===== config.mk =====
export PLATFORM = sky130hd
export DESIGN_NAME = reg_read_stage
export DESIGN_NICKNAME = d
export VERILOG_FILES = /design/src/rtl/reg_read_stage_pkg.sv /design/src/rtl/reg_read_stage_regfile_2r1w.sv /design/src/rtl/reg_read_stage.sv
export SDC_FILE = /design/constraint.sdc
export NUM_CORES = 2
export LEC_CHECK = 0
export ABC_AREA = 1
export BUFFER_PORTS_ARGS = -buffer_cell sky130_fd_sc_hd__buf_2
export CAP_MARGIN = 40
export CORE_ASPECT_RATIO = 0.5
export CORE_MARGIN = 8
export CORE_UTILIZATION = 40
export CTS_CLUSTER_DIAMETER = 120
export DETAILED_ROUTE_END_ITERATION = 12
export PLACE_DENSITY = 0.53
export SLEW_MARGIN = 25
export SYNTH_ARGS = -nofsm -noshare
export SYNTH_HDL_FRONTEND = slang
export SYNTH_SLANG_ARGS = --single-unit

===== constraint.sdc =====
create_clock -name clk -period 3.15 [get_ports clk]
set_input_delay 0.1575 -clock clk [delete_from_list [all_inputs] [get_ports clk]]
set_output_delay 0.1575 -clock clk [all_outputs]
set_load 0.05 [all_outputs]

===== src/rtl/reg_read_stage_pkg.sv =====
`default_nettype none
// ============================================================================
//  Module      : reg_read_stage_pkg
//  Description : Shared constants and decode helpers for the register-read
//                (ID) stage: opcodes, register-index width, datapath width.
//  Revision    : 1.0  initial release
// ============================================================================
package reg_read_stage_pkg;

    localparam int DATA_W   = 32;
    localparam int REGIDX_W = 5;

    localparam logic [REGIDX_W-1:0] REG_ZERO = 5'd0;

    localparam logic [5:0] OP_RTYPE = 6'h00;
    localparam logic [5:0] OP_BEQ   = 6'h04;
    localparam logic [5:0] OP_BNE   = 6'h05;
    localparam logic [5:0] OP_LW    = 6'h23;
    localparam logic [5:0] OP_SW    = 6'h2B;

    // Only these formats actually source rt; immediate-format ALU ops and
    // loads use the rt field as a destination, so it must not cause a stall.
    function automatic logic uses_rt(input logic [5:0] opcode);
        return (opcode == OP_RTYPE) || (opcode == OP_BEQ) ||
               (opcode == OP_BNE)   || (opcode == OP_SW);
    endfunction

endpackage
`default_nettype wire


===== src/rtl/reg_read_stage_regfile_2r1w.sv =====
`default_nettype none
// ============================================================================
//  Module      : regfile_2r1w
//  Description : NREG x W register file, one synchronous write port, two
//                combinational read ports with r0 masking and write-through
//                bypass of the same-cycle write.
//  Revision    : 1.0  initial release
// ============================================================================
module regfile_2r1w
    import reg_read_stage_pkg::*;
#(
    parameter int W    = DATA_W,
    parameter int NREG = 32
) (
    input  logic                clk,
    input  logic                reset,
    input  logic                i_we,
    input  logic [REGIDX_W-1:0] i_waddr,
    input  logic [W-1:0]        i_wdata,
    input  logic [REGIDX_W-1:0] i_raddr_a,
    input  logic [REGIDX_W-1:0] i_raddr_b,
    output logic [W-1:0]        o_rdata_a,
    output logic [W-1:0]        o_rdata_b
);

    logic [W-1:0] r_mem [NREG];

    // Storage: clear everything on reset (reset beats a concurrent write),
    // otherwise commit the write unless it targets r0.
    always_ff @(posedge clk) begin
        if (reset) begin
            for (int i = 0; i < NREG; i++) begin
                r_mem[i] <= '0;
            end
        end else if (i_we && (i_waddr != REG_ZERO) && (int'(i_waddr) < NREG)) begin
            r_mem[i_waddr] <= i_wdata;
        end
    end

    // Read ports: r0 is hard zero, a same-cycle write is forwarded so the
    // reader never sees stale data while the file updates at the edge.
    always_comb begin
        o_rdata_a = r_mem[i_raddr_a];
        if (i_raddr_a == REG_ZERO) begin
            o_rdata_a = '0;
        end else if (i_we && (i_waddr == i_raddr_a)) begin
            o_rdata_a = i_wdata;
        end

        o_rdata_b = r_mem[i_raddr_b];
        if (i_raddr_b == REG_ZERO) begin
            o_rdata_b = '0;
        end else if (i_we && (i_waddr == i_raddr_b)) begin
            o_rdata_b = i_wdata;
        end
    end

endmodule
`default_nettype wire


===== src/rtl/reg_read_stage.sv =====
`default_nettype none
// ============================================================================
//  Module      : reg_read_stage
//  Description : Instruction-decode register read. Decodes fields, reads
//                rs/rt with write-back bypass, detects load-use hazards and
//                registers the operands into the ID/EX boundary.
//  Revision    : 1.0  initial release
// ============================================================================
module reg_read_stage
    import reg_read_stage_pkg::*;
#(
    parameter int W    = DATA_W,
    parameter int NREG = 32
) (
    input  logic                clk,
    input  logic                reset,
    input  logic [31:0]         instr,
    input  logic                valid_in,
    input  logic                flush,
    input  logic                regwr,
    input  logic [REGIDX_W-1:0] rw,
    input  logic [W-1:0]        busW,
    input  logic                ex_mem2reg,
    input  logic                ex_regwr,
    input  logic [REGIDX_W-1:0] ex_rw,
    output logic                stall,
    output logic                qvalid,
    output logic [W-1:0]        qbusA,
    output logic [W-1:0]        qbusB,
    output logic [REGIDX_W-1:0] qrs,
    output logic [REGIDX_W-1:0] qrt,
    output logic [REGIDX_W-1:0] qrd,
    output logic [W-1:0]        qimm,
    output logic [5:0]          qopcode,
    output logic [5:0]          qfunct
);

    logic [5:0]          w_opcode;
    logic [5:0]          w_funct;
    logic [REGIDX_W-1:0] w_rs;
    logic [REGIDX_W-1:0] w_rt;
    logic [REGIDX_W-1:0] w_rd;
    logic [W-1:0]        w_imm;
    logic [W-1:0]        w_busA;
    logic [W-1:0]        w_busB;
    logic                w_uses_rt;
    logic                w_stall;

    assign w_opcode = instr[31:26];
    assign w_rs     = instr[25:21];
    assign w_rt     = instr[20:16];
    assign w_rd     = instr[15:11];
    assign w_funct  = instr[5:0];
    assign w_imm    = {{(W-16){instr[15]}}, instr[15:0]};

    regfile_2r1w #(
        .W    (W),
        .NREG (NREG)
    ) u_regfile (
        .clk       (clk),
        .reset     (reset),
        .i_we      (regwr),
        .i_waddr   (rw),
        .i_wdata   (busW),
        .i_raddr_a (w_rs),
        .i_raddr_b (w_rt),
        .o_rdata_a (w_busA),
        .o_rdata_b (w_busB)
    );

    // Load-use hazard: the load in EX has no data until MEM, so hold ID for
    // one cycle when it produces a register this instruction reads.
    always_comb begin
        w_uses_rt = uses_rt(w_opcode);
        w_stall   = valid_in && ex_mem2reg && ex_regwr && (ex_rw != REG_ZERO) &&
                    ((ex_rw == w_rs) || (w_uses_rt && (ex_rw == w_rt)));
    end

    assign stall = w_stall;

    // ID/EX register: reset, then flush, then stall/bubble, else capture.
    always_ff @(posedge clk) begin
        if (reset || flush || w_stall || !valid_in) begin
            qvalid  <= 1'b0;
            qbusA   <= '0;
            qbusB   <= '0;
            qrs     <= '0;
            qrt     <= '0;
            qrd     <= '0;
            qimm    <= '0;
            qopcode <= '0;
            qfunct  <= '0;
        end else begin
            qvalid  <= 1'b1;
            qbusA   <= w_busA;
            qbusB   <= w_busB;
            qrs     <= w_rs;
            qrt     <= w_rt;
            qrd     <= w_rd;
            qimm    <= w_imm;
            qopcode <= w_opcode;
            qfunct  <= w_funct;
        end
    end

endmodule
`default_nettype wire


==> impl_results.md <==
* Status: completed
* Largest net degree at the start of global routing at 100
* Setup ws final at 0.589 ns
* Syn Inst Count at 7806
* Filler Cell Count at 14701
* Fin cells at 9903
* Dpl hpwl at 152000 um
* Die Wd at 567 um
* DR pass1 iterations at 6
* Critical Path End Type: primary output
* Crit path kind: input port to primary output
* Area of the mapped netlist at 0.0606 mm2
* Tcrit/Tclk final at 81.3%
* Reg2Reg Depth at 8
* Setup Buffers After CTS at 0
* Worst-Margin Slew at 0.890 ns
* Root Driver: clkbuf_16
* PnR Total Power at 37.1 mW
* Yosys cell types at 22
* Clock latency on the worst-skew pair at 0.75 ns
* Slew HR at 40.6%
* Worst VDD drop at 0.462 mV
* Ant diodes at 0
* Gpl congestion at 0.890
* TNS Setup at 0 ns
* Buffers on Ports at 205
* Data required time of the worst path at 2.99 ns
* GR Overflow Total at 0
* DIE AREA at 0.165 mm2
* GRT Max-Usage Layer: met2
* Fin crit period at 2.56 ns
* M1 GR Usage at 41.6%
* # clock sinks at 1121
* IO Pins at 206
* Placed insts at 9649
* CP Data Arrival Time at 2.40 ns
* Ys Warns at 0
* Row count at 101
* HP Class: input port to register
* Final hold slack at 0.0504 ns
* Maximum clock rate at 390 MHz
* Fin util at 45.8%
* Hold Path Depth at 4
* Crit-path max FO at 65
* Pre-CTS WS at 0.594 ns
* Nets at 7879
* Clock buffer depth at 3
* Post-Syn Area per Cell at 7.77 um2
* Max cap viols at 0
* # resized after CTS at 0
* Clk slew on worst S/H paths at 0.06 ns
* DRT antenna net count at 0
* Unrepaired setup endpoints after global routing: false
* H-tree depth at 3
* Drt wl/cell at 25.8 um
* Antenna violations before repair at 9
* Met3 Usage GRT at 8.54%
* Chip height at 291 um
* Layout Skew at 0.0253 ns
* 1st-iter DRT viols at 7883
* First-pass GRT wire length at 364000 um
* Max-slew violation count at 0
* TritonCTS clock tree: yes
* Final WL at 256000 um
* Via density at 5.65
* GR Layer Usage met2 at 44.0%
* Hold_buf cts at 35
* Hold Fails Final Rpt at 0
* Vias in the first global route at 51290
* TritonCTS buffer count at 111
* Cell area after layout at 0.0692 mm2
* Yosys reg bits at 1121
* Core area at 0.151 mm2
* Layout cell share with drive strength beyond 1 at 9.73%
* Final setup viols at 0
* Layout Area Growth over Synthesis at 14.2%
* Placed Area at 0.0649 mm2
* Commonest cells after routing, fill and taps aside: 2130 x nand2_1, 1715 x nor2_1, 1024 x edfxtp_1, 945 x nand3_1, 428 x inv_1
* Seq/Total Area, Yosys at 53.9%
* Area of the multi-input gates at 0.0238 mm2
* GRT Util Overall at 29.7%
* CP startpoint kind: input port
* Vias at 55994
* Initial Util at 40.1%
* Leak at 29.2 nW
* Commonest non-fill, non-tap cell in the layout: nand2_1
* Pwr dens at 536 mW/mm2
* Sequential Area at 0.0327 mm2
* DRC errors left at 0
-- worst paths after layout --
path	startpoint	to	slack, ns
max reg2reg	u_regfile.r_mem[31][25]	qbusA[25]	1.33
max	instr[26]	stall	0.59
min reg2reg	u_regfile.r_mem[9][27]	qbusA[27]	0.78
min	instr[18]	qrt[2]	0.05
-- power by group --
group / internal [mW] / total [mW] / switching [mW]
Clock: 8.16 / 14.5 / 6.35
Sequential: 17.0 / 17.4 / 0.367
Combinational: 1.38 / 5.25 / 3.87
-- logic make-up (layout without fill, tap and decap cells) --
kind of cell / Yosys count / in the layout / share of synthesized area, %
simple gates: 4947 / 4947 / 32.9
buf+inv: 1128 / 1186 / 7.34
flops: 1121 / 1121 / 53.9
compound gates: 599 / 599 / 5.64
xor+xnor: 10 / 10 / 0.144
other cells: 1 / 32 / 0.00619
-- sequential cells by signal, summed over array words and instances, names as in the netlist --
signal / count
qrd: 5
qbusA: 32
qimm: 11
qrs: 5
qrt: 5
qbusB: 32
u_regfile.r_mem: 1024
qvalid: 1
qopcode: 6
-- synthesized netlist by cell type --
cell type / number / share of area [%]
nor2_1: 1721 / 11
buf_4: 27 / 0.33
buf_1: 43 / 0.27
xor2_1: 3 / 0.043
inv_1: 432 / 2.7
conb_1: 1 / 0.0062
buf_2: 90 / 0.74
nor3_1: 10 / 0.083
a21oi_1: 233 / 1.9
inv_2: 11 / 0.068
nand3_1: 945 / 7.8
edfxtp_1: 1024 / 51
nor3_2: 1 / 0.017
nand4_1: 69 / 0.71
clkinv_1: 2 / 0.012
or2_2: 10 / 0.10
clkbuf_1: 523 / 3.2
o211ai_1: 169 / 2.1
xnor2_1: 7 / 0.10
nand2_1: 2191 / 14
dfxtp_1: 97 / 3.2
o21ai_0: 197 / 1.6
-- per-layer routing --
layer | part of all wire [%] | routed length (um) | vias to the layer above
li1 | - | - | 25356
met1 | 42 | 106000 | 26824
met2 | 42 | 108000 | 3309
met3 | 13 | 32900 | 503
met4 | 3.4 | 8800 | 2
met5 | 0.0051 | 13 | -
-- cell type report --
cell class,instances,share of cell area [%]
Clock buffer,139,4.37
Clock inverter,71,1.20
Inverter,445,2.46
Multi-Input combinational cell,5588,34.4
Sequential cell,1121,47.2
Tap cell,2008,3.63
Timing Repair Buffer,531,6.73
-- critical path, stage by stage --
cell and delay, ns:
dlygate4sd3_1 0.54, buf_2 0.12, inv_1 0.05, nor2_1 0.09, nand2_1 0.06, nand2_1 0.32
nand3_1 0.15, o21ai_0 0.21, nand2_2 0.11, buf_12 0.24, inv_1 0.09, buf_2 0.26
Note: power is estimated with default switching activity, not from simulation.
